## config.mk

```make
export PLATFORM = sky130hd
export DESIGN_NAME = tri_edge_setup
export DESIGN_NICKNAME = d
export VERILOG_FILES = /design/src/rtl/tri_edge_setup.sv
export SDC_FILE = /design/constraint.sdc
export NUM_CORES = 2
export LEC_CHECK = 0
export BUFFER_PORTS_ARGS = -buffer_cell sky130_fd_sc_hd__buf_2
export CAP_MARGIN = 10
export CORE_MARGIN = 2
export CORE_UTILIZATION = 45
export CTS_BUF_LIST = sky130_fd_sc_hd__clkbuf_2 sky130_fd_sc_hd__clkbuf_4 sky130_fd_sc_hd__clkbuf_8
export DETAILED_ROUTE_END_ITERATION = 16
export PLACE_DENSITY = 0.7
export REMOVE_ABC_BUFFERS = 1
export SYNTH_ARGS = -nofsm -noshare
export SYNTH_HDL_FRONTEND = slang
export SYNTH_SLANG_ARGS = --single-unit
export TNS_END_PERCENT = 5
```

## constraint.sdc

```tcl
create_clock -name clk -period 28.7 [get_ports clk]
set_clock_uncertainty 0.15 [all_clocks]
set_input_delay 1.435 -clock clk [delete_from_list [all_inputs] [get_ports clk]]
set_output_delay 1.435 -clock clk [all_outputs]
set_load 0.01 [all_outputs]
```

## src/rtl/tri_edge_setup.sv

```systemverilog
// Two-stage triangle setup: stage 1 registers edge deltas, vertices and bounding box;
// stage 2 forms twice the signed area, culls per triangle and drives the output register.
module tri_edge_setup #(
    parameter int XWIDTH  = 9,
    parameter int YWIDTH  = 8,
    parameter int ZWIDTH  = 16,
    parameter int IDWIDTH = 16,
    parameter int CWIDTH  = 16
) (
    input  logic                          clk,
    input  logic                          rst,
    input  logic [1:0]                    cull_mode,
    input  logic                          in_valid,
    output logic                          in_ready,
    input  logic [IDWIDTH-1:0]            tID_in,
    input  logic [XWIDTH-1:0]             x1_in,
    input  logic [XWIDTH-1:0]             x2_in,
    input  logic [XWIDTH-1:0]             x3_in,
    input  logic [YWIDTH-1:0]             y1_in,
    input  logic [YWIDTH-1:0]             y2_in,
    input  logic [YWIDTH-1:0]             y3_in,
    input  logic [ZWIDTH-1:0]             z1_in,
    input  logic [ZWIDTH-1:0]             z2_in,
    input  logic [ZWIDTH-1:0]             z3_in,
    output logic                          out_valid,
    input  logic                          out_ready,
    output logic [IDWIDTH-1:0]            tID_out,
    output logic [3*(YWIDTH+1)-1:0]       dlx_out,
    output logic [3*(XWIDTH+1)-1:0]       dly_out,
    output logic [3*XWIDTH-1:0]           x_out,
    output logic [3*YWIDTH-1:0]           y_out,
    output logic [3*ZWIDTH-1:0]           z_out,
    output logic [XWIDTH+YWIDTH+2:0]      area2_out,
    output logic [XWIDTH-1:0]             bbx_min,
    output logic [XWIDTH-1:0]             bbx_max,
    output logic [YWIDTH-1:0]             bby_min,
    output logic [YWIDTH-1:0]             bby_max,
    output logic [CWIDTH-1:0]             cull_cnt
);

    localparam int AWIDTH = XWIDTH + YWIDTH + 3;
    localparam int DXW    = XWIDTH + 1;
    localparam int DYW    = YWIDTH + 1;

    logic                   s1_valid_q;
    logic [IDWIDTH-1:0]     s1_tid_q;
    logic [1:0]             s1_mode_q;
    logic [3*XWIDTH-1:0]    s1_x_q;
    logic [3*YWIDTH-1:0]    s1_y_q;
    logic [3*ZWIDTH-1:0]    s1_z_q;
    logic [3*DYW-1:0]       s1_dlx_q;
    logic [3*DXW-1:0]       s1_dly_q;
    logic [XWIDTH-1:0]      s1_bxmin_q, s1_bxmax_q;
    logic [YWIDTH-1:0]      s1_bymin_q, s1_bymax_q;

    logic                   out_valid_q;
    logic [IDWIDTH-1:0]     tid_out_q;
    logic [3*DYW-1:0]       dlx_out_q;
    logic [3*DXW-1:0]       dly_out_q;
    logic [3*XWIDTH-1:0]    x_out_q;
    logic [3*YWIDTH-1:0]    y_out_q;
    logic [3*ZWIDTH-1:0]    z_out_q;
    logic [AWIDTH-1:0]      area_out_q;
    logic [XWIDTH-1:0]      bxmin_out_q, bxmax_out_q;
    logic [YWIDTH-1:0]      bymin_out_q, bymax_out_q;
    logic [CWIDTH-1:0]      cull_cnt_q, cull_cnt_d;

    logic                   s2_accept_s;
    logic                   s1_adv_s;
    logic                   keep_s;
    logic                   cull_s;

    logic [XWIDTH-1:0]      xv_s [3];
    logic [YWIDTH-1:0]      yv_s [3];
    logic [3*DYW-1:0]       dlx_d;
    logic [3*DXW-1:0]       dly_d;
    logic [XWIDTH-1:0]      bxmin_d, bxmax_d;
    logic [YWIDTH-1:0]      bymin_d, bymax_d;

    logic [DXW-1:0]         ax_s, bx_s;
    logic [DYW-1:0]         ay_s, by_s;
    logic signed [AWIDTH-1:0] axe_s, bxe_s, aye_s, bye_s, area_s;

    // in_ready is combinational from out_ready so a full pipe can accept while it emits
    assign s2_accept_s = !out_valid_q || out_ready;
    assign s1_adv_s    = !s1_valid_q || s2_accept_s;
    assign in_ready    = !rst && (!s1_valid_q || s1_adv_s);
    assign keep_s      = s1_valid_q && !cull_s;

    assign xv_s[0] = x1_in;
    assign xv_s[1] = x2_in;
    assign xv_s[2] = x3_in;
    assign yv_s[0] = y1_in;
    assign yv_s[1] = y2_in;
    assign yv_s[2] = y3_in;

    // Edge deltas are one bit wider than the coordinates, so they never overflow
    always_comb begin
        dlx_d   = '0;
        dly_d   = '0;
        bxmin_d = xv_s[0];
        bxmax_d = xv_s[0];
        bymin_d = yv_s[0];
        bymax_d = yv_s[0];
        for (int e = 0; e < 3; e++) begin
            dlx_d[e*DYW +: DYW] = {yv_s[(e+1)%3][YWIDTH-1], yv_s[(e+1)%3]}
                                - {yv_s[e][YWIDTH-1], yv_s[e]};
            dly_d[e*DXW +: DXW] = {xv_s[e][XWIDTH-1], xv_s[e]}
                                - {xv_s[(e+1)%3][XWIDTH-1], xv_s[(e+1)%3]};
        end
        for (int e = 1; e < 3; e++) begin
            bxmin_d = ($signed(xv_s[e]) < $signed(bxmin_d)) ? xv_s[e] : bxmin_d;
            bxmax_d = ($signed(xv_s[e]) > $signed(bxmax_d)) ? xv_s[e] : bxmax_d;
            bymin_d = ($signed(yv_s[e]) < $signed(bymin_d)) ? yv_s[e] : bymin_d;
            bymax_d = ($signed(yv_s[e]) > $signed(bymax_d)) ? yv_s[e] : bymax_d;
        end
    end

    // Stage 1 register bank
    always_ff @(posedge clk or posedge rst) begin
        if (rst) begin
            s1_valid_q <= 1'b0;
            s1_tid_q   <= '0;
            s1_mode_q  <= 2'b00;
            s1_x_q     <= '0;
            s1_y_q     <= '0;
            s1_z_q     <= '0;
            s1_dlx_q   <= '0;
            s1_dly_q   <= '0;
            s1_bxmin_q <= '0;
            s1_bxmax_q <= '0;
            s1_bymin_q <= '0;
            s1_bymax_q <= '0;
        end else if (s1_adv_s) begin
            s1_valid_q <= in_valid;
            if (in_valid) begin
                s1_tid_q   <= tID_in;
                s1_mode_q  <= cull_mode;
                s1_x_q     <= {x3_in, x2_in, x1_in};
                s1_y_q     <= {y3_in, y2_in, y1_in};
                s1_z_q     <= {z3_in, z2_in, z1_in};
                s1_dlx_q   <= dlx_d;
                s1_dly_q   <= dly_d;
                s1_bxmin_q <= bxmin_d;
                s1_bxmax_q <= bxmax_d;
                s1_bymin_q <= bymin_d;
                s1_bymax_q <= bymax_d;
            end
        end
    end

    // area2 = (x2-x1)*(y3-y1) - (x3-x1)*(y2-y1), operands sign-extended to AWIDTH
    assign ax_s  = {s1_x_q[2*XWIDTH-1], s1_x_q[XWIDTH +: XWIDTH]}   - {s1_x_q[XWIDTH-1], s1_x_q[0 +: XWIDTH]};
    assign bx_s  = {s1_x_q[3*XWIDTH-1], s1_x_q[2*XWIDTH +: XWIDTH]} - {s1_x_q[XWIDTH-1], s1_x_q[0 +: XWIDTH]};
    assign ay_s  = {s1_y_q[3*YWIDTH-1], s1_y_q[2*YWIDTH +: YWIDTH]} - {s1_y_q[YWIDTH-1], s1_y_q[0 +: YWIDTH]};
    assign by_s  = {s1_y_q[2*YWIDTH-1], s1_y_q[YWIDTH +: YWIDTH]}   - {s1_y_q[YWIDTH-1], s1_y_q[0 +: YWIDTH]};
    assign axe_s = $signed({{(AWIDTH-DXW){ax_s[DXW-1]}}, ax_s});
    assign bxe_s = $signed({{(AWIDTH-DXW){bx_s[DXW-1]}}, bx_s});
    assign aye_s = $signed({{(AWIDTH-DYW){ay_s[DYW-1]}}, ay_s});
    assign bye_s = $signed({{(AWIDTH-DYW){by_s[DYW-1]}}, by_s});
    assign area_s = axe_s * aye_s - bxe_s * bye_s;

    // Cull decision uses the mode captured with the triangle
    always_comb begin
        cull_s = 1'b0;
        case (s1_mode_q)
            2'b00:   cull_s = 1'b0;
            2'b01:   cull_s = (area_s == '0);
            2'b10:   cull_s = area_s[AWIDTH-1] || (area_s == '0);
            2'b11:   cull_s = !area_s[AWIDTH-1];
            default: cull_s = 1'b0;
        endcase
    end

    // Saturating count of triangles dropped as they leave stage 1
    always_comb begin
        cull_cnt_d = cull_cnt_q;
        if (s1_valid_q && s2_accept_s && cull_s && (cull_cnt_q != {CWIDTH{1'b1}})) begin
            cull_cnt_d = cull_cnt_q + {{(CWIDTH-1){1'b0}}, 1'b1};
        end else begin
            cull_cnt_d = cull_cnt_q;
        end
    end

    // Output register; a culled triangle leaves a bubble rather than a stale entry
    always_ff @(posedge clk or posedge rst) begin
        if (rst) begin
            out_valid_q <= 1'b0;
            tid_out_q   <= '0;
            dlx_out_q   <= '0;
            dly_out_q   <= '0;
            x_out_q     <= '0;
            y_out_q     <= '0;
            z_out_q     <= '0;
            area_out_q  <= '0;
            bxmin_out_q <= '0;
            bxmax_out_q <= '0;
            bymin_out_q <= '0;
            bymax_out_q <= '0;
            cull_cnt_q  <= '0;
        end else begin
            cull_cnt_q <= cull_cnt_d;
            if (s2_accept_s) begin
                out_valid_q <= keep_s;
                if (keep_s) begin
                    tid_out_q   <= s1_tid_q;
                    dlx_out_q   <= s1_dlx_q;
                    dly_out_q   <= s1_dly_q;
                    x_out_q     <= s1_x_q;
                    y_out_q     <= s1_y_q;
                    z_out_q     <= s1_z_q;
                    area_out_q  <= area_s;
                    bxmin_out_q <= s1_bxmin_q;
                    bxmax_out_q <= s1_bxmax_q;
                    bymin_out_q <= s1_bymin_q;
                    bymax_out_q <= s1_bymax_q;
                end
            end
        end
    end

    assign out_valid = out_valid_q;
    assign tID_out   = tid_out_q;
    assign dlx_out   = dlx_out_q;
    assign dly_out   = dly_out_q;
    assign x_out     = x_out_q;
    assign y_out     = y_out_q;
    assign z_out     = z_out_q;
    assign area2_out = area_out_q;
    assign bbx_min   = bxmin_out_q;
    assign bbx_max   = bxmax_out_q;
    assign bby_min   = bymin_out_q;
    assign bby_max   = bymax_out_q;
    assign cull_cnt  = cull_cnt_q;

endmodule
```

==> metrics.cfg <==
[status]
status=completed

[worst_hold_path]
worstHoldPathType=reg -> reg

[synth]
yosysSeqAreaShare=0.381
syn_inst=2771
netlist_area_sq_um=29700
synth_ff_type=dfrtp_1
synth_top_area_cell=dfrtp_1
synth_most_common_cell=dfrtp_1
avgSynthCellArea_sq_um=10.7
synth_area_leaders=dfrtp_1, fa_1, ha_1
ys_types=57
ys_warn_count=0
netlist.area_leader.share=0.381
synth_edf_count=0
synth.top_cells.by_count=dfrtp_1, nand2_1, inv_1, ha_1, fa_1
yosys_register_bits=452
postSynth.asyncResetShare=1.00

[floorplanning]
core-area_sq_um=65500
die_h_um=261
die_area_sq_um=68100
dieWidth_um=261
io_pins=365
rows=94
initial_core_util=0.453

[sta]
finalSetupTns_ns=0
rsz0062_at_grt=false
fin_crit_sh=0.399
clock.fmax_mhz=87.4
tightest_slew_ns=1.14
hold_violations=0
finalMaxSlewViolations=0
setup_viol=0
timing.slew.headroom=0.240
period_minus_slack_ns=11.45

[finish]
final_design_area_no_fill_sq_um=34000
drive_gt1_frac=0.251
syn2layout_area_growth_pct=14.5
fin_util=0.519
nFillCells=5852
nets=3671
stdcell_count=4070

[grt]
grt_pass1_vias=20995
grt_start_max_net_pins=143
grt_pass1_wl_mm=117
grt_use_total=0.220
grt_antenna_before_repair=9
grt_overflow=0

[placed_design]
gp_congestion=0.916
numPortBuffers=364
dp.cells=3923
dpl.hpwl_mm=56.8
place_area_sq_um=32300

[clock_tree]
cts_tree=done
cts.path.max_buffers=3
clk_pin_slew_worst_paths_ns=0.06
cts_root_buffer=clkbuf_8
cts_setup_buffers=0
insertion_delay_ns=0.71
clock-sinks=452
cts_resized=0
cts_buffers=80
ctsHoldBuffers=0
htreeDepth=3

[critical_path]
path_max_fanout=54
startpoint_type=register
cp_common_cell=fa_1
critPathSlowestCell=buf_4
critPathRequiredTime_ns=29.12
endpoint_kind=register
critical_path_class=reg -> reg
reg2reg_slack_ns=17.25
cpPeakStageDelay_ns=0.89
critPathArrivalTime_ns=11.86

[routing]
ant_nets=0
vias=20827
wire_per_inst_um=18.4
firstDrtPassIters=7
drc=0
drt_iter0_markers=1189
wl_mm=75.0
detail_route.vias_per_cell=5.12

[run]
drv_cap=0

cells by family after synthesis:
group	after synthesis	share of synthesized area
simple gates	717	0.107
flops	452	0.381
buf+inv	433	0.0591
fa+ha+maj	407	0.222
compound gates	372	0.0759
mux	288	0.125
xor+xnor	102	0.0315
through the flow:
stage	setup slack [ns]	hold slack [ns]
3_3_place_gp	17.48	0.303
2_1_floorplan	12.70	0.289
4_1_cts	17.25	0.323
6_report	17.25	0.320
5_1_grt	16.52	0.342
3_5_place_dp	17.28	0.307
worst max-delay path, delay by kind of cell (launching register included):
family                     cells  cell delay, ns
muxes                          1            0.42
DFF                            1            0.45
and+or+nand+nor                5            1.52
AOI/OAI and AO/OA             11            2.79
buffers and inverters          7            2.11
adders and majority gates      9            3.79
sequential cells by signal, indices dropped and copies added, names as in the netlist, 9 cells and up:
register and cells:
s1_dlx_q 27, s1_x_q 27, y_out 24, cull_cnt 16, s1_bxmin_q 9, bbx_min 9, tID_out 16, x_out 27
z_out 48, dlx_out 27, area2_out 20, s1_dly_q 30, s1_z_q 48, dly_out 30, s1_tid_q 16, s1_bxmax_q 9
bbx_max 9, s1_y_q 24
per-layer routing:
layer	GRT usage	vias to the layer above	routed length, um
li1	-	9837	-
met3	0.0437	143	4130
met1	0.297	10302	33200
met5	0	-	18
met4	0.0775	4	2210
met2	0.353	541	35500
placed cells by master (no fill, tap or decap), types with 35 or more instances in the layout:
| cell type | n |
|---|---|
| a21o_1 | 35 |
| a21oi_1 | 65 |
| buf_2 | 364 |
| clkbuf_8 | 96 |
| dfrtp_1 | 452 |
| fa_1 | 199 |
| ha_1 | 208 |
| inv_1 | 336 |
| mux2_2 | 113 |
| mux2_4 | 135 |
| mux2i_1 | 40 |
| nand2_1 | 384 |
| nand2b_1 | 41 |
| nor2_1 | 138 |
| nor2b_1 | 40 |
| o21ai_0 | 162 |
| xnor2_1 | 54 |
| xor2_1 | 45 |
worst paths after layout:
| path | from | end | cells past startpoint |
|---|---|---|---|
| min in group asynchronous | rst | cull_cnt[12] | 2 |
| worst max register to register | s1_x_q[1] | tID_out[7] | 33 |
| worst min-delay path | s1_tid_q[9] | s1_tid_q[9] | 2 |
| worst max-delay path | s1_x_q[1] | tID_out[7] | 33 |
| worst min register to register | s1_tid_q[9] | s1_tid_q[9] | 2 |
| max in group asynchronous | rst | dlx_out[7] | 3 |
final cells by class:
class / instances / area, sq um / share of cell area
Antenna cell: 8 / 20.0 / 0.000588
Clock buffer: 120 / 1500 / 0.0441
Clock inverter: 17 / 174 / 0.00511
Inverter: 337 / 1270 / 0.0374
Multi-Input combinational cell: 1886 / 16700 / 0.490
Sequential cell: 452 / 11300 / 0.332
Tap cell: 864 / 1080 / 0.0318
Timing Repair Buffer: 386 / 2000 / 0.0588
Power is not shown: default switching activity piles up to over one toggle a cycle in this logic, so the estimate is an artifact.
